### src/rtl/crypto_batch_sequencer_pkg.sv
// Shared types and encodings for the crypto batch sequencer.
package crypto_batch_sequencer_pkg;

  typedef enum logic [2:0] {
    ST_IDLE,
    ST_LOAD,
    ST_WAIT_HI,
    ST_WAIT_LO,
    ST_FINISH
  } state_t;

  localparam logic [1:0] MODE_REPEAT = 2'd0;
  localparam logic [1:0] MODE_CHAIN  = 2'd1;
  localparam logic [1:0] MODE_CTR    = 2'd2;

  localparam logic [1:0] ERR_OK      = 2'd0;
  localparam logic [1:0] ERR_TIMEOUT = 2'd1;
  localparam logic [1:0] ERR_ABORT   = 2'd2;

endpackage

### src/rtl/crypto_batch_sequencer_pt_next_gen.sv
// Next-block plaintext selection: repeat, chain (previous ct) or base + count.
module crypto_batch_sequencer_pt_next_gen
  import crypto_batch_sequencer_pkg::*;
#(
  parameter int unsigned CNT_W = 16
) (
  input  logic [1:0]       mode,
  input  logic [127:0]     base_pt,
  input  logic [127:0]     cur_pt,
  input  logic [127:0]     ct,
  input  logic [CNT_W-1:0] count,
  output logic [127:0]     next_pt
);

  always_comb begin
    next_pt = cur_pt;
    case (mode)
      MODE_CHAIN: next_pt = ct;
      MODE_CTR:   next_pt = base_pt + 128'(count);
      default:    next_pt = cur_pt;
    endcase
  end

endmodule

### src/rtl/crypto_batch_sequencer.sv
// Runs a batch of encryptions through the crypto core and drives the capture trigger.
module crypto_batch_sequencer
  import crypto_batch_sequencer_pkg::*;
#(
  parameter int unsigned CNT_W           = 16,
  parameter int unsigned TIMEOUT         = 1024,
  parameter int unsigned TRIG_FIRST_ONLY = 0
) (
  input  logic             clk,
  input  logic             rst_n,
  input  logic             start,
  input  logic             abort,
  input  logic [1:0]       mode,
  input  logic [CNT_W-1:0] num_blocks,
  input  logic [127:0]     key_in,
  input  logic [127:0]     pt_in,
  output logic [127:0]     core_key,
  output logic [127:0]     core_pt,
  output logic             core_load,
  input  logic             core_busy,
  input  logic [127:0]     core_ct,
  output logic [127:0]     ct_out,
  output logic [CNT_W-1:0] blocks_done,
  output logic [31:0]      cycle_count,
  output logic             busy,
  output logic             done,
  output logic [1:0]       err,
  output logic             trigger
);

  localparam int unsigned      TMR_W    = $clog2(TIMEOUT + 1);
  localparam logic [TMR_W-1:0] TMR_LAST = TMR_W'(TIMEOUT - 1);
  localparam logic             TRIG_ALL = (TRIG_FIRST_ONLY == 0);

  state_t           state;
  logic [TMR_W-1:0] timer;
  logic [127:0]     base_pt;
  logic [1:0]       mode_q;
  logic [CNT_W-1:0] target;
  logic [CNT_W-1:0] cnt_nxt;
  logic [127:0]     pt_nxt;
  logic             timer_expired;

  assign cnt_nxt       = blocks_done + CNT_W'(1);
  assign timer_expired = (timer >= TMR_LAST);

  crypto_batch_sequencer_pt_next_gen #(
    .CNT_W (CNT_W)
  ) u_pt_next_gen (
    .mode    (mode_q),
    .base_pt (base_pt),
    .cur_pt  (core_pt),
    .ct      (core_ct),
    .count   (cnt_nxt),
    .next_pt (pt_nxt)
  );

  // Trigger is written alongside each state change so it lines up with the
  // state it qualifies rather than lagging it by a cycle.
  always_ff @(posedge clk or negedge rst_n) begin
    if (!rst_n) begin
      state       <= ST_IDLE;
      timer       <= '0;
      base_pt     <= '0;
      mode_q      <= MODE_REPEAT;
      target      <= '0;
      core_key    <= '0;
      core_pt     <= '0;
      core_load   <= 1'b0;
      ct_out      <= '0;
      blocks_done <= '0;
      cycle_count <= '0;
      busy        <= 1'b0;
      done        <= 1'b0;
      err         <= ERR_OK;
      trigger     <= 1'b0;
    end else begin
      core_load <= 1'b0;
      done      <= 1'b0;
      if (state != ST_IDLE && cycle_count != '1) begin
        cycle_count <= cycle_count + 32'd1;
      end

      if (state != ST_IDLE && abort) begin
        state   <= ST_IDLE;
        busy    <= 1'b0;
        err     <= ERR_ABORT;
        trigger <= 1'b0;
      end else begin
        case (state)
          ST_IDLE: begin
            if (start) begin
              core_key    <= key_in;
              core_pt     <= pt_in;
              base_pt     <= pt_in;
              mode_q      <= mode;
              target      <= num_blocks;
              blocks_done <= '0;
              cycle_count <= '0;
              err         <= ERR_OK;
              timer       <= '0;
              busy        <= 1'b1;
              if (num_blocks == '0) begin
                state   <= ST_FINISH;
                done    <= 1'b1;
                trigger <= 1'b0;
              end else begin
                state     <= ST_LOAD;
                core_load <= 1'b1;
                trigger   <= 1'b1;
              end
            end
          end

          ST_LOAD: begin
            timer <= '0;
            state <= ST_WAIT_HI;
          end

          ST_WAIT_HI: begin
            timer <= timer + TMR_W'(1);
            if (core_busy) begin
              state <= ST_WAIT_LO;
            end else if (timer_expired) begin
              state   <= ST_FINISH;
              done    <= 1'b1;
              err     <= ERR_TIMEOUT;
              trigger <= 1'b0;
            end
          end

          ST_WAIT_LO: begin
            timer <= timer + TMR_W'(1);
            if (!core_busy) begin
              ct_out      <= core_ct;
              blocks_done <= cnt_nxt;
              core_pt     <= pt_nxt;
              if (cnt_nxt == target) begin
                state   <= ST_FINISH;
                done    <= 1'b1;
                trigger <= 1'b0;
              end else begin
                state     <= ST_LOAD;
                core_load <= 1'b1;
                trigger   <= TRIG_ALL;
              end
            end else if (timer_expired) begin
              state   <= ST_FINISH;
              done    <= 1'b1;
              err     <= ERR_TIMEOUT;
              trigger <= 1'b0;
            end
          end

          ST_FINISH: begin
            state <= ST_IDLE;
            busy  <= 1'b0;
          end

          default: begin
            state   <= ST_IDLE;
            busy    <= 1'b0;
            trigger <= 1'b0;
          end
        endcase
      end
    end
  end

endmodule

### config.mk
export PLATFORM = sky130hd
export DESIGN_NAME = crypto_batch_sequencer
export DESIGN_NICKNAME = d
export VERILOG_FILES = /design/src/rtl/crypto_batch_sequencer_pkg.sv /design/src/rtl/crypto_batch_sequencer_pt_next_gen.sv /design/src/rtl/crypto_batch_sequencer.sv
export SDC_FILE = /design/constraint.sdc
export NUM_CORES = 1
export LEC_CHECK = 0
export CAP_MARGIN = 20
export CORE_AREA = 3 3 333 335
export CTS_CLUSTER_DIAMETER = 120
export DETAILED_ROUTE_END_ITERATION = 10
export DIE_AREA = 0 0 336 338
export SLEW_MARGIN = 5
export SYNTH_ARGS = -nofsm -noshare
export SYNTH_HDL_FRONTEND = slang
export SYNTH_SLANG_ARGS = --single-unit
### constraint.sdc
create_clock -name clk -period 4.5 [get_ports clk]
set_input_delay 0.9 -clock clk [delete_from_list [all_inputs] [get_ports clk]]
set_output_delay 0.9 -clock clk [all_outputs]
set_load 0.02 [all_outputs]
==> summary.txt <==
Die
  – Core Region: 108,000 µm²
  – Cell row count: 121
  – Die Ht: 338 µm
  – Chip width: approximately 340 µm
  – Die area: about 110,000 µm²
  – I/O Pins: 845
  – Starting Density: roughly a quarter

Synth
  – Most common cell in the netlist: nand2_1
  – Seq/Total Area, Yosys: 52.6%
  – Yosys reg bits: approximately 600
  – Synth cell count leaders: 1,319 x nand2_1, 598 x dfrtp_1, 159 x clkbuf_1
  – Ys async rst share: 100%
  – Cell area after synthesis: between 20,000 and 30,000 µm²
  – Post-synthesis area per instance: 8.71 µm²
  – Post-synth EDFFs: 0
  – Synth top area share: approximately 53%
  – Post-Syn Instances: 3,267
  – Unique masters post-synth: 79
  – Post-synth top area cell: dfrtp_1
  – Synth area leaders: dfrtp_1 53%, nand2_1 17%, xnor2_1 3.0%, o21ai_0 2.2%, clkbuf_1 2.1%
  – Synth Warn #: 0
  – Syn Nets: 3,696
  – Top FF cell, synth: dfrtp_1

Setup path
  – Worst Path Buf+Inv: 2
  – CP Depth: 15
  – CP peak stage delay: 0.40 ns
  – Worst r2r dst: core_pt[110]$_DFFE_PN0P_
  – Worst Setup End Kind: flip-flop
  – CP top delay family: simple AND/OR/NAND/NOR gates
  – CP Launch Type: flip-flop
  – R2r setup slk: roughly 0.26 ns
  – CP Data Arrival Time: 4.76 ns
  – Required @ worst endpoint: between 5 and 6 ns
  – CP max FO: 14
  – Crit Path Class: flip-flop to flip-flop
  – RR Startpoint: blocks_done[1]$_DFFE_PN0P_
  – Cells along the critical path: ha_1 -> and4_1 -> nand4_1 -> xnor2_1 -> ha_1 -> nand2_1 -> or3_1 -> a2bb2oi_2 -> a31oi_2 -> buf_4 -> nand4_1 -> buf_4 -> nor3_1 -> xnor2_1 -> a221oi_1
  – Slowest-stage cell, CP: dfrtp_1
  – Worst r2r path cells: 15

STA
  – Final period util: a little over nine tenths
  – Max Freq: 236 MHz
  – Final hold viol count: 0
  – Max-slew violation count: 0
  – Final setup violation count: 0
  – RSZ-0062 raised after global routing: false
  – Clk_skew: 0.0308 ns
  – Least-Margin Pin Slew: 1.00 ns
  – Worst slew margin: 32.7%
  – Fin Setup TNS: 0 ns
  – Minimum clock period: 4.24 ns

Clock network
  – Worst-path clk slew: 0.06 ns
  – TritonCTS clock tree: built
  – Clock latency on the worst-skew pair: 0.64 ns
  – Num Clock Sinks: approximately 600
  – Root Buffer: clkbuf_16
  – CTS Buffer Depth: 3
  – Htree depth: 3
  – CTS buffer count: 78

Detailed routing
  – Detail-routed via count per cell: 4.90
  – Vias: between 20,000 and 30,000
  – Overall routed net length: between 100,000 and 150,000 µm
  – DR DRC count: 0
  – Final ANT Viol Nets: 0
  – WL/cell: 23.4 µm
  – Iteration-0 DRC Markers: 1,903
  – Drt first pass iters: 5

Power and ir drop
  – Pwr dens: 684 nW/µm²
  – Worst VDD drop: 364 µV
  – Leak: 18.3 nW

Outcome
  – Status: finished clean

Place
  – Placed insts: between 5,000 and 6,000
  – Detail Placement HPWL: 97,800 µm
  – Dpl cell area: 38,700 µm²
  – Port bufs: 844
  – RePlAce Congestion: between 0.8 and 0.9

Job
  – Max-cap violations: 0

Cells and area
  – Fin nets: 4,502
  – Final Cell Area: 41,500 µm²
  – Area growth from synthesis to layout: 45.8%
  – End-of-flow core utilization: approximately two fifths
  – Share of layout cells above drive strength 1: under 10%
  – Finished Layout Cells: roughly 5,600

Global routing
  – GRT Util Overall: 22.1%
  – Largest net degree at the start of global routing: between 100 and 150
  – Antenna violations before repair: 37
  – Number of global-route vias before repair: around 27,000
  – First-pass GRT wire length: 187,000 µm
  – GRT overflow: 0

Worst hold path
  – HP Class: primary input to async pin
-- timing repair --
action,4_1_cts,5_1_grt
endpoints found under the setup margin,0,7
hold buffers,0,0
buffers inserted,0,1
gates resized for setup,0,4
-- power by group --
part           internal (mW)  total [mW]  switching, mW
Combinational           5.15        12.2           7.00
Clock                   4.01        6.58           2.57
Sequential              7.72        9.65           1.93
Total                   16.9        28.4           11.5
-- cell type report --
type                       count  area [µm²]
sequential                   598       15000
antenna                       18        45.0
tap                         1414        1770
timing repair buffer         906        9090
clock inverter                23         279
multi-input combinational   2454       12800
inverter                      35         131
fill                       10800       66900
clock buffer                 119        2430
-- worst max-delay path by stage --
stage	slack, ns	to	startpoint
global route	0.0004	core_pt[101]$_DFFE_PN0P_	blocks_done[1]$_DFFE_PN0P_
detailed placement	0.22	core_pt[43]$_DFFE_PN0P_	blocks_done[5]$_DFFE_PN0P_
global placement	0.28	core_pt[103]$_DFFE_PN0P_	blocks_done[1]$_DFFE_PN0P_
floorplan	0.61	core_pt[43]$_DFFE_PN0P_	blocks_done[0]$_DFFE_PN0P_
finish	0.26	core_pt[110]$_DFFE_PN0P_	blocks_done[1]$_DFFE_PN0P_
CTS	0.20	core_pt[103]$_DFFE_PN0P_	blocks_done[1]$_DFFE_PN0P_
-- placed cells by master, fill, tap and decap left out, types with 11 or more instances in the layout --
| master | n |
|---|---|
| a22oi_1 | 70 |
| xor2_1 | 68 |
| nor3_1 | 59 |
| ha_1 | 21 |
| clkbuf_8 | 22 |
| nor2_1 | 108 |
| diode_2 | 18 |
| mux2i_1 | 11 |
| xnor2_1 | 97 |
| nand2_1 | 1317 |
| o211ai_1 | 72 |
| a21oi_1 | 77 |
| nand2b_1 | 12 |
| a31oi_1 | 11 |
| clkbuf_16 | 83 |
| o21ai_0 | 125 |
| dfrtp_1 | 598 |
| nor4_1 | 22 |
| or3_1 | 26 |
| buf_12 | 14 |
| inv_1 | 35 |
| clkinv_2 | 11 |
| clkdlybuf4s50_1 | 843 |
| and2_1 | 13 |
| and4_1 | 20 |
| buf_4 | 48 |
| clkbuf_1 | 14 |
| nand3_1 | 79 |
| nand4_1 | 48 |
| and3_1 | 21 |
| a222oi_1 | 15 |
-- routing by layer --
| layer | wire length (µm) | vias up | GRT usage [%] |
|---|---|---|---|
| met5 | 123 | - | 0 |
| met4 | 4980 | 18 | 9.14 |
| met3 | 9280 | 246 | 5.46 |
| li1 | - | 12600 | - |
| met2 | 63200 | 1035 | 37.4 |
| met1 | 52700 | 13400 | 27.0 |
-- registers in the layout, indices dropped and copies added (netlist names), 2 cells and up --
signal	flops
base_pt	128
blocks_done	16
core_key	128
core_pt	128
ct_out	128
cycle_count	32
err	2
mode_q	2
state	3
target	16
timer	11
-- per-stage QoR --
step / hold WS [ns] / power, mW / setup WS [ns]
after detailed placement: 0.461 / 21.9 / 0.222
after global routing: 0.370 / 30.1 / 0.000434
after global placement: 0.456 / 21.8 / 0.284
after CTS: 0.329 / 28.7 / 0.201
final: 0.353 / 28.4 / 0.257
after floorplan: 0.450 / 15.5 / 0.612
-- kinds of logic (layout without fill, tap and decap cells) --
kind of cell,after synthesis,after routing,synth area share [%]
other cells,0,18,0
xor+xnor,166,166,5.16
mux,14,14,0.505
fa+ha+maj,23,23,1.03
simple gates,1786,1786,26.9
buf+inv,215,1083,2.90
compound gates,465,465,10.9
flops,598,598,52.6
No activity file was read; power rests on OpenSTA's default activity.
